===== src/rtl/notch_pkg.sv =====
// Shared types and defaults for the notch canceller sample sequencer.
package notch_pkg;

  typedef enum logic [2:0] {
    IDLE  = 3'd0,
    MUL   = 3'd1,
    DRAIN = 3'd2,
    ERR   = 3'd3,
    UPD   = 3'd4
  } state_e;

  localparam int unsigned NTAP_DEF     = 4;
  localparam int unsigned MULT_LAT_DEF = 1;
  localparam int unsigned SAMPLE_LAT   = NTAP_DEF + MULT_LAT_DEF + 2;

  // Drain counter only has to reach MULT_LAT-1 (MULT_LAT <= 3)
  localparam int unsigned DRAIN_W = 2;

  // Accumulator control carried alongside the multiplier pipeline
  typedef struct packed {
    logic en;
    logic clr;
  } acc_ctl_t;

  function automatic int unsigned sample_lat(input int unsigned ntap, input int unsigned mult_lat);
    return ntap + mult_lat + 2;
  endfunction

endpackage


===== src/rtl/notch_sched_dly.sv =====
// Shift register aligning accumulator enable/clear with the shared multiplier output.
module notch_sched_dly
  import notch_pkg::*;
#(
  parameter int unsigned DEPTH = MULT_LAT_DEF
) (
  input  logic     clk,
  input  logic     rst_n,
  input  acc_ctl_t din,
  output acc_ctl_t dout
);

  acc_ctl_t [DEPTH-1:0] pipe_q;
  acc_ctl_t [DEPTH-1:0] pipe_d;

  always_comb begin
    pipe_d    = '0;
    pipe_d[0] = din;
    for (int i = 1; i < int'(DEPTH); i++) begin
      pipe_d[i] = pipe_q[i-1];
    end
  end

  always_ff @(posedge clk or negedge rst_n) begin
    if (!rst_n) begin
      pipe_q <= '0;
    end else begin
      pipe_q <= pipe_d;
    end
  end

  assign dout = pipe_q[DEPTH-1];

endmodule


===== src/rtl/notch_sched.sv =====
// Per-sample sequencer time-sharing one multiplier across NTAP taps, then strobing acc/err/update.
// Optional NOTCH_SCHED_STATS_EN adds drop_cnt and upd_cnt statistics outputs.
module notch_sched
  import notch_pkg::*;
#(
  parameter int unsigned NTAP     = NTAP_DEF,
  parameter int unsigned MULT_LAT = MULT_LAT_DEF,
  parameter int unsigned SEL_W    = 2
) (
  input  logic             clk,
  input  logic             rst_n,
  input  logic             din_valid,
  output logic             din_ready,
  input  logic             freeze,
  input  logic             ovr_clr,
  output logic [SEL_W-1:0] tap_sel,
  output logic             mult_en,
  output logic             acc_clr,
  output logic             acc_en,
  output logic             err_en,
  output logic             w_upd_en,
  output logic             dout_valid,
  output logic             busy,
  output logic             overrun
`ifdef NOTCH_SCHED_STATS_EN
  ,
  output logic [7:0]       drop_cnt,
  output logic [15:0]      upd_cnt
`endif
);

  state_e             state_q, state_d;
  logic [SEL_W-1:0]   tap_q, tap_d;
  logic [DRAIN_W-1:0] drain_q, drain_d;
  logic               mult_en_q, mult_en_d;
  logic               err_en_q, err_en_d;
  logic               w_upd_en_q, w_upd_en_d;
  logic               dout_valid_q, dout_valid_d;
  logic               busy_q, busy_d;
  logic               din_ready_q, din_ready_d;
  logic               overrun_q, overrun_d;
  logic               din_valid_q;
  logic               accept;
  logic               drop;
  logic               last_tap;
  logic               last_drain;
  acc_ctl_t           acc_in;
  acc_ctl_t           acc_out;

  // A held din_valid while not ready is a stall; a fresh assertion while not ready is a drop
  assign accept     = din_valid & din_ready_q;
  assign drop       = din_valid & ~din_ready_q & ~din_valid_q;
  assign last_tap   = (tap_q == SEL_W'(NTAP - 1));
  assign last_drain = (drain_q == DRAIN_W'(MULT_LAT - 1));

  always_comb begin
    state_d = state_q;
    tap_d   = '0;
    drain_d = '0;
    case (state_q)
      IDLE: begin
        if (accept) state_d = MUL;
      end
      MUL: begin
        if (last_tap) state_d = DRAIN;
        else          tap_d   = tap_q + SEL_W'(1);
      end
      DRAIN: begin
        if (last_drain) state_d = ERR;
        else            drain_d = drain_q + DRAIN_W'(1);
      end
      ERR: begin
        state_d = UPD;
      end
      UPD: begin
        state_d = accept ? MUL : IDLE;
      end
      default: begin
        state_d = IDLE;
      end
    endcase

    // Strobes are decoded from the next state so they are registered alongside it
    mult_en_d    = (state_d == MUL);
    err_en_d     = (state_d == ERR);
    dout_valid_d = (state_d == UPD);
    w_upd_en_d   = (state_d == UPD) & ~freeze;
    busy_d       = (state_d != IDLE);
    din_ready_d  = (state_d == IDLE) | (state_d == UPD);
    overrun_d    = drop | (overrun_q & ~ovr_clr);
  end

  always_ff @(posedge clk or negedge rst_n) begin
    if (!rst_n) begin
      state_q      <= IDLE;
      tap_q        <= '0;
      drain_q      <= '0;
      mult_en_q    <= 1'b0;
      err_en_q     <= 1'b0;
      w_upd_en_q   <= 1'b0;
      dout_valid_q <= 1'b0;
      busy_q       <= 1'b0;
      din_ready_q  <= 1'b0;
      overrun_q    <= 1'b0;
      din_valid_q  <= 1'b0;
    end else begin
      state_q      <= state_d;
      tap_q        <= tap_d;
      drain_q      <= drain_d;
      mult_en_q    <= mult_en_d;
      err_en_q     <= err_en_d;
      w_upd_en_q   <= w_upd_en_d;
      dout_valid_q <= dout_valid_d;
      busy_q       <= busy_d;
      din_ready_q  <= din_ready_d;
      overrun_q    <= overrun_d;
      din_valid_q  <= din_valid;
    end
  end

  // Accumulator strobes ride the same pipeline depth as the multiplier
  assign acc_in.en  = mult_en_q;
  assign acc_in.clr = mult_en_q & (tap_q == '0);

  notch_sched_dly #(
    .DEPTH (MULT_LAT)
  ) u_dly (
    .clk   (clk),
    .rst_n (rst_n),
    .din   (acc_in),
    .dout  (acc_out)
  );

  assign din_ready  = din_ready_q;
  assign tap_sel    = tap_q;
  assign mult_en    = mult_en_q;
  assign acc_clr    = acc_out.clr;
  assign acc_en     = acc_out.en;
  assign err_en     = err_en_q;
  assign w_upd_en   = w_upd_en_q;
  assign dout_valid = dout_valid_q;
  assign busy       = busy_q;
  assign overrun    = overrun_q;

`ifdef NOTCH_SCHED_STATS_EN
  logic [7:0]  drop_cnt_q, drop_cnt_d;
  logic [15:0] upd_cnt_q, upd_cnt_d;

  // Drop counter saturates; a drop coinciding with a clear is kept, like overrun
  always_comb begin
    drop_cnt_d = drop_cnt_q;
    if (ovr_clr) begin
      drop_cnt_d = drop ? 8'd1 : 8'd0;
    end else if (drop && (drop_cnt_q != 8'hFF)) begin
      drop_cnt_d = drop_cnt_q + 8'd1;
    end
    upd_cnt_d = upd_cnt_q + (w_upd_en_q ? 16'd1 : 16'd0);
  end

  always_ff @(posedge clk or negedge rst_n) begin
    if (!rst_n) begin
      drop_cnt_q <= '0;
      upd_cnt_q  <= '0;
    end else begin
      drop_cnt_q <= drop_cnt_d;
      upd_cnt_q  <= upd_cnt_d;
    end
  end

  assign drop_cnt = drop_cnt_q;
  assign upd_cnt  = upd_cnt_q;
`endif

endmodule


===== config.mk =====
export PLATFORM = sky130hd
export DESIGN_NAME = notch_sched
export DESIGN_NICKNAME = d
export VERILOG_FILES = /design/src/rtl/notch_pkg.sv /design/src/rtl/notch_sched_dly.sv /design/src/rtl/notch_sched.sv
export SDC_FILE = /design/constraint.sdc
export NUM_CORES = 1
export LEC_CHECK = 0
export BUFFER_PORTS_ARGS = -buffer_cell sky130_fd_sc_hd__buf_2
export CORE_UTILIZATION = 49
export CTS_CLUSTER_SIZE = 28
export DETAILED_ROUTE_END_ITERATION = 8
export GPL_ROUTABILITY_DRIVEN = 0
export PLACE_DENSITY_LB_ADDON = 0.08
export SETUP_SLACK_MARGIN = 0.05
export SLEW_MARGIN = 30
export SYNTH_ARGS = -nofsm -noshare
export SYNTH_HDL_FRONTEND = slang
export SYNTH_SLANG_ARGS = --single-unit
export TNS_END_PERCENT = 20

===== constraint.sdc =====
create_clock -name clk -period 1.5 [get_ports clk]
set_input_delay 0.3 -clock clk [delete_from_list [all_inputs] [get_ports clk]]
set_output_delay 0.3 -clock clk [all_outputs]
set_load 0.01 [all_outputs]

==> metrics.txt <==
Synth warnings=0; CTS tree=built; Layout Area Growth over Synthesis=15.8%; Period minus WS final=1.28 ns; number of clock sinks=17; Max Cap Violations=0; worst hold path type=in -> reg; final period utilization=85.2%; P per Cell Area=1700 nW/um^2; total track usage=16.5%; register area share after synthesis=61.0%; Synth cell types=22; Yosys top cell area share=61.0%; placed cell area=771 um^2; fill count=104; fin nets=81; grt total ovfl=0; Max FO, Critical Path=4; Post-Syn Nets=62; Final Slew Violations=0; core footprint=1320 um^2; critical path's largest stage delay=0.49 ns; Post-Place Cells=81; die area=1580 um^2; FMAX=783 MHz; most frequent cells after synthesis=dfrtp_1 (17), inv_1 (7), ha_1 (4); register area=425 um^2; syn_area_per_cell=13.1 um^2; n_diodes=0; Post-Layout Cell Count=86; CTS Buf Count=3; pin count of the biggest net entering global routing=18; antenna-violating nets left=0; die height=39.7 um; RR Startpoint=tap_sel[0]; Synth area leaders=dfrtp_1 (61%), ha_1 (7.2%), inv_1 (3.8%); Req. time, crit path=1.72 ns; first-pass GRT wire length=1.63 mm; Post-Syn Instances=53; Peak VDD IR=0.000719 V; flops & latches, synth=17; drt pass-1 iters=1; Final Instance Area=807 um^2; DRT iter0 DRCs=0; top_reg_cell synth=dfrtp_1; Post-synth ARST share=100%; multi-input logic area=218 um^2; CP Cell Sequence=ha_1 > or4b_4 > nand3_2; I/O Buffers=15; wire per inst=11.4 um; Setup CP Type=reg -> reg; Max-slew headroom=75.9%; htree depth=1; Initial Utilization=52.9%; kind of end point of the critical path=flip-flop; num rows=13; dominant cell type by area after synthesis=dfrtp_1; crit path max-delay cell type=or4b_4; initial antenna violation count=0; Post-Syn Area=697 um^2; worst hold slack=0.152 ns; Post CTS Setup Buffer Count=0; crit path from=tap_sel[0]; worst skew pair latency=0.28 ns; Post-synth EDFFs=0; Setup crit start kind=flip-flop; Final HPWL DP=691 um; # IOs=16; hold buffers post-CTS=1; DR vias=410; Clock Path Buffers=2; Root Buffer=clkbuf_4; drt via density=4.77; Post-Route WL=984 um; post-route DRC violation count=0; Final Core Density=61.3%; setup_tns=0 ns; status=finished, final reports clean; RSZ-0062 raised after global routing=no; critical hold path startpoint=freeze; Pleak=0.421 nW; worst-margin pin slew=0.361 ns; clock transition time at the flip-flop clock pins of the worst setup and hold paths=0.09 ns; post-CTS sizing=0; Die Wd=39.7 um; layout cells sized above 1=29.6%; vias in the first global route=398; reg-to-reg slack, setup=0.22 ns; setup violators final=0; most frequent cell after synthesis=dfrtp_1; Worst Path Arrival=1.49 ns; final hold vios=0; Layout Skew=0.00535 ns
==> cell families after synthesis <==
logic type      share of synthesized area (%)
simple gates                             19.0
flops                                    61.0
buf+inv                                  7.72
compound gates                           3.77
fa+ha+maj                                7.18
xor+xnor                                 1.26
==> cells in the final DEF (no fill, tap or decap), drive strengths merged <==
master,count
nor4,1
or4b,1
o32ai,1
nor3b,3
ha,4
and3b,2
nand4bb,2
dlygate4sd3,1
o21a,1
nand3,1
nand2,1
a21oi,1
xnor2,1
nand3b,1
o21ai,1
dfrtp,17
nor2b,1
nor2,1
inv,7
and2,1
nand2b,2
buf,16
clkbuf,4
==> flip-flops by register name, summed over array words and instances (netlist names), 2 cells and up <==
signal / cells
drain_q: 2
state_q: 3
tap_sel: 2
u_dly.dout: 2
==> per-stage QoR <==
stage,power [mW],setup WS [ns]
2_1_floorplan,1.02,0.221
3_3_place_gp,1.15,0.251
3_5_place_dp,1.16,0.240
4_1_cts,1.40,0.219
5_1_grt,1.50,0.154
6_report,1.37,0.222
==> critical path, delay by kind of cell (launching register included) <==
kind	cells	cell delay, ns
AND/OR/NAND/NOR	2	0.57
adder cells (fa/ha/maj)	1	0.23
flip-flops	1	0.41
==> final timing paths <==
path	endpoint	cells after the start
hold reg to reg	u_dly.dout[1]	0
setup / recovery	state_q[0]	3
setup reg to reg	state_q[0]	3
hold / removal	w_upd_en	2
min in group asynchronous	overrun	2
max in group asynchronous	err_en	2
==> where the power goes <==
part / switching, mW / internal [mW] / leakage, nW / total (mW)
sequential: 0.102 / 0.593 / 0.218 / 0.695
combinational: 0.207 / 0.239 / 0.188 / 0.446
clock: 0.129 / 0.103 / 0.0150 / 0.233
==> cell type report <==
type,count,share of cell area [%]
timing repair buffer,17,11.5
tap,15,2.33
clock buffer,4,3.26
multi-input combinational,26,27.0
inverter,7,3.26
sequential,17,52.7
==> routing by layer <==
| metal | GRT usage (%) | part of all wire (%) | vias up |
|---|---|---|---|
| met3 | 3.41 | 3.5 | 4 |
| met1 | 19.1 | 47 | 183 |
| met5 | 0 | 0 | - |
| met4 | 10.3 | 2.3 | 0 |
| li1 | - | - | 211 |
| met2 | 27.0 | 47 | 12 |
Power figures use the tool's default switching activity.
